File: src/rtl/escape_sequence_encoder_if.sv
// Request/transmit bus of the escape sequence encoder.
// master: request source and UART transmitter side. slave: the encoder.
interface escape_sequence_encoder_if;
  logic       reqValid;
  logic       reqReady;
  logic [2:0] reqType;
  logic [7:0] reqPn1;
  logic [7:0] reqPn2;
  logic       cursorApp;
  logic [7:0] txData;
  logic       txValid;
  logic       txReady;

  modport master (
    output reqValid, reqType, reqPn1, reqPn2, cursorApp, txReady,
    input  reqReady, txData, txValid
  );

  modport slave (
    input  reqValid, reqType, reqPn1, reqPn2, cursorApp, txReady,
    output reqReady, txData, txValid
  );
endinterface

File: src/rtl/escape_sequence_encoder.sv
// Escape sequence encoder: serializes one abstract terminal request into
// its VT100/ANSI byte sequence, one byte per valid/ready transfer.
// Optional build macro ESCENC_C1_CSI_EN: CSI-introduced sequences start with
// the 8-bit C1 byte 0x9B and application-mode keys with 0x8F instead of the
// two-byte 7-bit introducers.
//
// state  | meaning
// IDLE   | waiting for a request, reqReady=1
// ESC    | sending 0x1B
// CSI    | sending '[' (0x9B in C1 build)
// SS3    | sending 'O' (0x8F in C1 build)
// QUES   | sending '?'
// DA_DIG | sending the device attribute digit
// P1_H   | Pn1 hundreds digit
// P1_T   | Pn1 tens digit
// P1_O   | Pn1 ones digit ('0' for DSR_OK)
// SEMI   | sending ';'
// P2_H   | Pn2 hundreds digit
// P2_T   | Pn2 tens digit
// P2_O   | Pn2 ones digit
// FINAL  | sending the final byte of the sequence
// RAW    | sending the CHAR byte verbatim
module escape_sequence_encoder #(
  parameter int unsigned DA_CODE = 6
) (
  input  logic                        clk,
  input  logic                        rst_n,
  escape_sequence_encoder_if.slave    bus,
  output logic [7:0]                  debug
);

`ifdef ESCENC_C1_CSI_EN
  localparam bit C1_EN = 1'b1;
`else
  localparam bit C1_EN = 1'b0;
`endif

  typedef enum logic [3:0] {
    IDLE   = 4'd0,
    ESC    = 4'd1,
    CSI    = 4'd2,
    SS3    = 4'd3,
    QUES   = 4'd4,
    DA_DIG = 4'd5,
    P1_H   = 4'd6,
    P1_T   = 4'd7,
    P1_O   = 4'd8,
    SEMI   = 4'd9,
    P2_H   = 4'd10,
    P2_T   = 4'd11,
    P2_O   = 4'd12,
    FINAL  = 4'd13,
    RAW    = 4'd14
  } state_t;

  localparam logic [2:0] T_CHAR = 3'd0;
  localparam logic [2:0] T_UP   = 3'd1;
  localparam logic [2:0] T_DOWN = 3'd2;
  localparam logic [2:0] T_RGHT = 3'd3;
  localparam logic [2:0] T_LEFT = 3'd4;
  localparam logic [2:0] T_CPR  = 3'd5;
  localparam logic [2:0] T_DSR  = 3'd6;
  localparam logic [2:0] T_DA   = 3'd7;

  localparam logic [7:0] DA_BYTE = 8'h30 + 8'(DA_CODE);

  state_t     state_q, state_d;
  logic [2:0] type_q, type_d;
  logic [7:0] pn1_q, pn1_d;
  logic [7:0] pn2_q, pn2_d;
  logic       app_q, app_d;

  logic [7:0] cur_v, hund, tens, ones;
  logic       key_in, key_q;
  logic [7:0] tx_data;

  // Leading-zero suppression: start at the most significant non-zero digit.
  function automatic state_t first_digit(input logic [7:0] v, input state_t h,
                                         input state_t t, input state_t o);
    if (v >= 8'd100)     return h;
    else if (v >= 8'd10) return t;
    else                 return o;
  endfunction

  // Decimal digits of the captured parameter currently being rendered.
  always_comb begin
    cur_v = (state_q == P2_H || state_q == P2_T || state_q == P2_O) ? pn2_q : pn1_q;
    hund  = cur_v / 8'd100;
    tens  = (cur_v / 8'd10) % 8'd10;
    ones  = cur_v % 8'd10;
  end

  assign key_in = (bus.reqType >= T_UP) && (bus.reqType <= T_LEFT);
  assign key_q  = (type_q >= T_UP) && (type_q <= T_LEFT);

  // Next-state, capture and byte selection.
  always_comb begin
    state_d = state_q;
    type_d  = type_q;
    pn1_d   = pn1_q;
    pn2_d   = pn2_q;
    app_d   = app_q;
    tx_data = 8'h00;
    case (state_q)
      IDLE: begin
        if (bus.reqValid) begin
          type_d = bus.reqType;
          pn1_d  = bus.reqPn1;
          pn2_d  = bus.reqPn2;
          app_d  = bus.cursorApp;
          if (bus.reqType == T_CHAR)        state_d = RAW;
          else if (key_in && bus.cursorApp) state_d = C1_EN ? SS3 : ESC;
          else                              state_d = C1_EN ? CSI : ESC;
        end
      end
      ESC: begin
        tx_data = 8'h1B;
        if (bus.txReady) state_d = (key_q && app_q) ? SS3 : CSI;
      end
      CSI: begin
        tx_data = C1_EN ? 8'h9B : 8'h5B;
        if (bus.txReady) begin
          case (type_q)
            T_CPR:   state_d = first_digit(pn1_q, P1_H, P1_T, P1_O);
            T_DSR:   state_d = P1_O;
            T_DA:    state_d = QUES;
            default: state_d = FINAL;
          endcase
        end
      end
      SS3: begin
        tx_data = C1_EN ? 8'h8F : 8'h4F;
        if (bus.txReady) state_d = FINAL;
      end
      QUES: begin
        tx_data = 8'h3F;
        if (bus.txReady) state_d = DA_DIG;
      end
      DA_DIG: begin
        tx_data = DA_BYTE;
        if (bus.txReady) state_d = FINAL;
      end
      P1_H, P2_H: begin
        tx_data = 8'h30 + hund;
        if (bus.txReady) state_d = (state_q == P1_H) ? P1_T : P2_T;
      end
      P1_T, P2_T: begin
        tx_data = 8'h30 + tens;
        if (bus.txReady) state_d = (state_q == P1_T) ? P1_O : P2_O;
      end
      P1_O: begin
        tx_data = (type_q == T_CPR) ? (8'h30 + ones) : 8'h30;
        if (bus.txReady) state_d = (type_q == T_CPR) ? SEMI : FINAL;
      end
      SEMI: begin
        tx_data = 8'h3B;
        if (bus.txReady) state_d = first_digit(pn2_q, P2_H, P2_T, P2_O);
      end
      P2_O: begin
        tx_data = 8'h30 + ones;
        if (bus.txReady) state_d = FINAL;
      end
      FINAL: begin
        case (type_q)
          T_UP:    tx_data = 8'h41;
          T_DOWN:  tx_data = 8'h42;
          T_RGHT:  tx_data = 8'h43;
          T_LEFT:  tx_data = 8'h44;
          T_CPR:   tx_data = 8'h52;
          T_DSR:   tx_data = 8'h6E;
          default: tx_data = 8'h63;
        endcase
        if (bus.txReady) state_d = IDLE;
      end
      RAW: begin
        tx_data = pn1_q;
        if (bus.txReady) state_d = IDLE;
      end
      default: state_d = IDLE;
    endcase
  end

  // State and captured request registers.
  always_ff @(posedge clk or negedge rst_n) begin
    if (!rst_n) begin
      state_q <= IDLE;
      type_q  <= 3'd0;
      pn1_q   <= 8'd0;
      pn2_q   <= 8'd0;
      app_q   <= 1'b0;
    end else begin
      state_q <= state_d;
      type_q  <= type_d;
      pn1_q   <= pn1_d;
      pn2_q   <= pn2_d;
      app_q   <= app_d;
    end
  end

  assign bus.reqReady = (state_q == IDLE);
  assign bus.txValid  = (state_q != IDLE);
  assign bus.txData   = tx_data;
  assign debug        = {4'b0000, state_q};

endmodule

File: src/flat_wrapper.sv
// flat-port wrapper written by rule: the top's interface ports become plain ports
module escape_sequence_encoder_flat 
#(
  parameter int unsigned DA_CODE = 6
)
  (clk, rst_n, debug, bus_reqValid, bus_reqType, bus_reqPn1, bus_reqPn2, bus_cursorApp, bus_txReady, bus_reqReady, bus_txData, bus_txValid);
  escape_sequence_encoder_if bus_i ();
  input  logic clk;
  input  logic rst_n;
  output logic [7:0] debug;
  input wire logic [$bits(bus_i.reqValid)-1:0] bus_reqValid;
  input wire logic [$bits(bus_i.reqType)-1:0] bus_reqType;
  input wire logic [$bits(bus_i.reqPn1)-1:0] bus_reqPn1;
  input wire logic [$bits(bus_i.reqPn2)-1:0] bus_reqPn2;
  input wire logic [$bits(bus_i.cursorApp)-1:0] bus_cursorApp;
  input wire logic [$bits(bus_i.txReady)-1:0] bus_txReady;
  output wire logic [$bits(bus_i.reqReady)-1:0] bus_reqReady;
  output wire logic [$bits(bus_i.txData)-1:0] bus_txData;
  output wire logic [$bits(bus_i.txValid)-1:0] bus_txValid;
  assign bus_i.reqValid = bus_reqValid;
  assign bus_i.reqType = bus_reqType;
  assign bus_i.reqPn1 = bus_reqPn1;
  assign bus_i.reqPn2 = bus_reqPn2;
  assign bus_i.cursorApp = bus_cursorApp;
  assign bus_i.txReady = bus_txReady;
  assign bus_reqReady = bus_i.reqReady;
  assign bus_txData = bus_i.txData;
  assign bus_txValid = bus_i.txValid;
  escape_sequence_encoder #(.DA_CODE(DA_CODE)) u_core (.clk(clk), .rst_n(rst_n), .bus(bus_i), .debug(debug));
endmodule
File: config.mk
export PLATFORM = sky130hd
export DESIGN_NAME = escape_sequence_encoder_flat
export DESIGN_NICKNAME = d
export VERILOG_FILES = /design/src/rtl/escape_sequence_encoder_if.sv /design/src/rtl/escape_sequence_encoder.sv /design/src/flat_wrapper.sv
export SDC_FILE = /design/constraint.sdc
export NUM_CORES = 1
export LEC_CHECK = 0
export ABC_AREA = 1
export CAP_MARGIN = 20
export CORE_MARGIN = 3
export CORE_UTILIZATION = 43
export DETAILED_ROUTE_END_ITERATION = 8
export PLACE_DENSITY = 0.71
export SETUP_SLACK_MARGIN = 0.02
export SYNTH_ARGS = -nofsm -noshare
export SYNTH_HDL_FRONTEND = slang
export SYNTH_SLANG_ARGS = --single-unit
export TNS_END_PERCENT = 5
File: constraint.sdc
create_clock -name clk -period 7.1 [get_ports clk]
set_input_delay 1.42 -clock clk [delete_from_list [all_inputs] [get_ports clk]]
set_output_delay 1.42 -clock clk [all_outputs]
set_load 0.02 [all_outputs]
==> metrics.txt <==
run status finished, final reports clean; number of cells in the finished layout apart from fillers between 600 and 700; number of nets in the finished design just over 600; final antenna-violating net count 0; top area cells in the synthesized netlist dfrtp_1, nand2_1, inv_1, nand3_1, nor2_1; R2R Path Start u_core.state_q[3]$_DFFE_PN0P_; endpoints failing hold 0; critical path endpoint category output pin; final antenna diode count 0; total vias in the final route between 3000 and 4000; leftover overflow at the end of global routing 0; min-delay src u_core.app_q$_DFFE_PN0P_; fin crit period roughly 7 ns; Yosys top cell area share 0.184; flip-flop and latch count after synthesis 24; number of I/O pins 42; drt drc 0; crit-path max FO 8; overall global routing resource usage 0.199; actual transition at the worst max-transition pin approximately 0.53 ns; Worst EP required 5.68 ns; unrepaired setup endpoints after global routing true; Layout Skew around 0.0054 ns; count of yosys warnings during synthesis 0; post-route cell area a little over 0.004 mm2; peak clock frequency supported by timing 143 MHz; layout cell share with drive strength beyond 1 0.208; synthesized instance count between 500 and 600; final setup vio count 0; area after detailed placement approximately 0.0038 mm2; Critical R2R Capture u_core.state_q[3]$_DFFE_PN0P_; WS Path Type register to output pin; HPWL Detailed ~7000 um; worst hold slack ~0.53 ns; initial antenna violation count 0; destination of the worst hold path u_core.app_q$_DFFE_PN0P_; Reg2Reg Depth 8; Cell Area, Synth 0.00327 mm2; number of buffers inserted by hold repair at cts 0; vias in the first global route between 3000 and 4000; setup slack on the worst flop-to-flop path approximately 4.9 ns; length of the first detailed-routing pass in iterations 4; post-route clock period utilization 0.984; iteration-0 DRC count of the detailed router around 150; syn avg cell area roughly 6.5 um2; standard-cell row count 31; buffer type at the clock tree root clkbuf_8; type of element launching the critical path register; clock slew at the register clock pins of the worst setup and hold paths ~0.08 ns; most used cell along the critical path nand2_2; floorplan core area 0.00729 mm2; global-route wire length before repair about 14000 um; biggest area consumer among synthesized cells dfrtp_1; Die X 93.1 um; RePlAce Congestion 0.880; number of CTS-inserted buffers 3; Clock Latency Late Sink ~0.27 ns; commonest cells after routing, fill and taps aside inv_1, nand2_1, nor2_1; CTS max path bufs 2; worst slew margin relative to its limit 0.638; Tightest Hold Check Type register to register; TritonCTS clock tree done; detailed-route vias per instance about 5.3; worst-path cell with the longest stage delay dfrtp_1; aggregate routed wire length 8630 um; delay of the slowest cell on the worst path 0.42 ns; full die area between 0.008 and 0.009 mm2; Data arrival, critical path 5.57 ns; number of sinks on the clock net 24; Initial Utilization 0.448; Post-Place Cells 652; routed wirelength normalized by instance count 13.0 um; count of final max-slew check failures 0; chip height about 93 um; largest net degree at the start of global routing 40; post-synthesis sequential area ratio 0.184; number of input and output port buffers inserted 37; htree depth 1; area added between synthesis and finish 25.7%; worst hold path depth 1; number of library cell types mapped by synthesis 45; max-cap viol count 0
## per-layer routing
metal | track usage | vias up | routed length [um]
met3 | 0.0153 | 16 | 380
li1 | - | 1776 | -
met1 | 0.266 | 1605 | 3940
met2 | 0.344 | 106 | 4180
met5 | 0 | - | 0
met4 | 0.0525 | 0 | 131
## kinds of logic after synthesis
group / share of synthesized area
mux: 0.00690
xor+xnor: 0.0295
other cells: 0.00115
simple gates: 0.409
flops: 0.184
compound gates: 0.183
fa+ha+maj: 0.0613
buf+inv: 0.126
## worst max path at each step
stage                                  startpoint             to  slack, ns  depth (start not counted)
floorplan           u_core.state_q[3]$_DFFE_PN0P_  bus_txData[5]       0.41                         39
global route        u_core.state_q[2]$_DFFE_PN0P_  bus_txData[5]      -0.34                         43
detailed placement  u_core.state_q[2]$_DFFE_PN0P_  bus_txData[5]      -0.11                         40
global placement    u_core.state_q[2]$_DFFE_PN0P_  bus_txData[5]       0.01                         41
CTS                 u_core.state_q[2]$_DFFE_PN0P_  bus_txData[5]       0.03                         39
finish              u_core.state_q[2]$_DFFE_PN0P_  bus_txData[5]       0.11                         38
## synthesized netlist by cell type
master / count
nand3_4: 3
or2_2: 3
nor3_1: 4
o211ai_1: 2
nor2_1: 58
o21ai_0: 27
nand2_1: 83
buf_12: 1
nand3_2: 9
nand4_1: 8
buf_4: 4
o41ai_1: 3
dfrtp_1: 24
a31oi_1: 3
o31ai_1: 1
o32ai_1: 1
nand3_1: 50
o21ai_2: 3
mux2_2: 2
o22ai_1: 3
nand2_4: 8
nor2_2: 2
o2111ai_1: 3
buf_6: 1
a21boi_0: 1
a2111o_1: 1
nor4_1: 4
a2111oi_0: 1
o221ai_1: 1
o21ai_4: 2
clkbuf_1: 6
o21ai_1: 5
clkinv_1: 1
conb_1: 1
o311ai_0: 2
xnor2_1: 3
nand2_2: 26
inv_2: 7
a21oi_4: 3
a21oi_1: 29
a221oi_1: 1
xor2_1: 8
nor2_4: 3
inv_1: 79
ha_1: 16
## final cells by class
cell class                      instances  area (um2)
Fill cell                             710        3190
Clock buffer                            3        41.3
Clock inverter                          1        30.0
Multi-Input combinational cell        386        2340
Timing Repair Buffer                   66         643
Tap cell                               99         124
Sequential cell                        24         602
Inverter                               87         329
## stage by stage
stage	util	setup WS [ns]	setup TNS, ns
finish	0.563	0.110	0
global route	0.563	-0.343	-0.514
CTS	0.542	0.0308	0
detailed placement	0.525	-0.110	-0.110
global placement	0.525	0.0107	0
floorplan	-	0.410	0
## timing repair
item / in CTS / in global routing
pin swaps: 3 / 5
setup buffers: 5 / 3
resized for setup: 8 / 23
setup endpoints to repair: 3 / 7
## critical path: cells and delay by family (launching register included)
family                   cells  cell delay [ns]
AND/OR/NAND/NOR             20             2.21
flip-flops                   1             0.42
AO/OA/AOI/OAI                4             0.71
adder cells (fa/ha/maj)      3             0.80
buffers and inverters       10             0.95
XOR/XNOR                     1             0.17
## state kept, by name, summed over array words and instances (netlist names)
signal,count
u_core.app_q,1
u_core.pn1_q,8
u_core.pn2_q,8
u_core.state_q,4
u_core.type_q,3
Power is not shown: default switching activity piles up to over one toggle a cycle in this logic, so the estimate is an artifact.
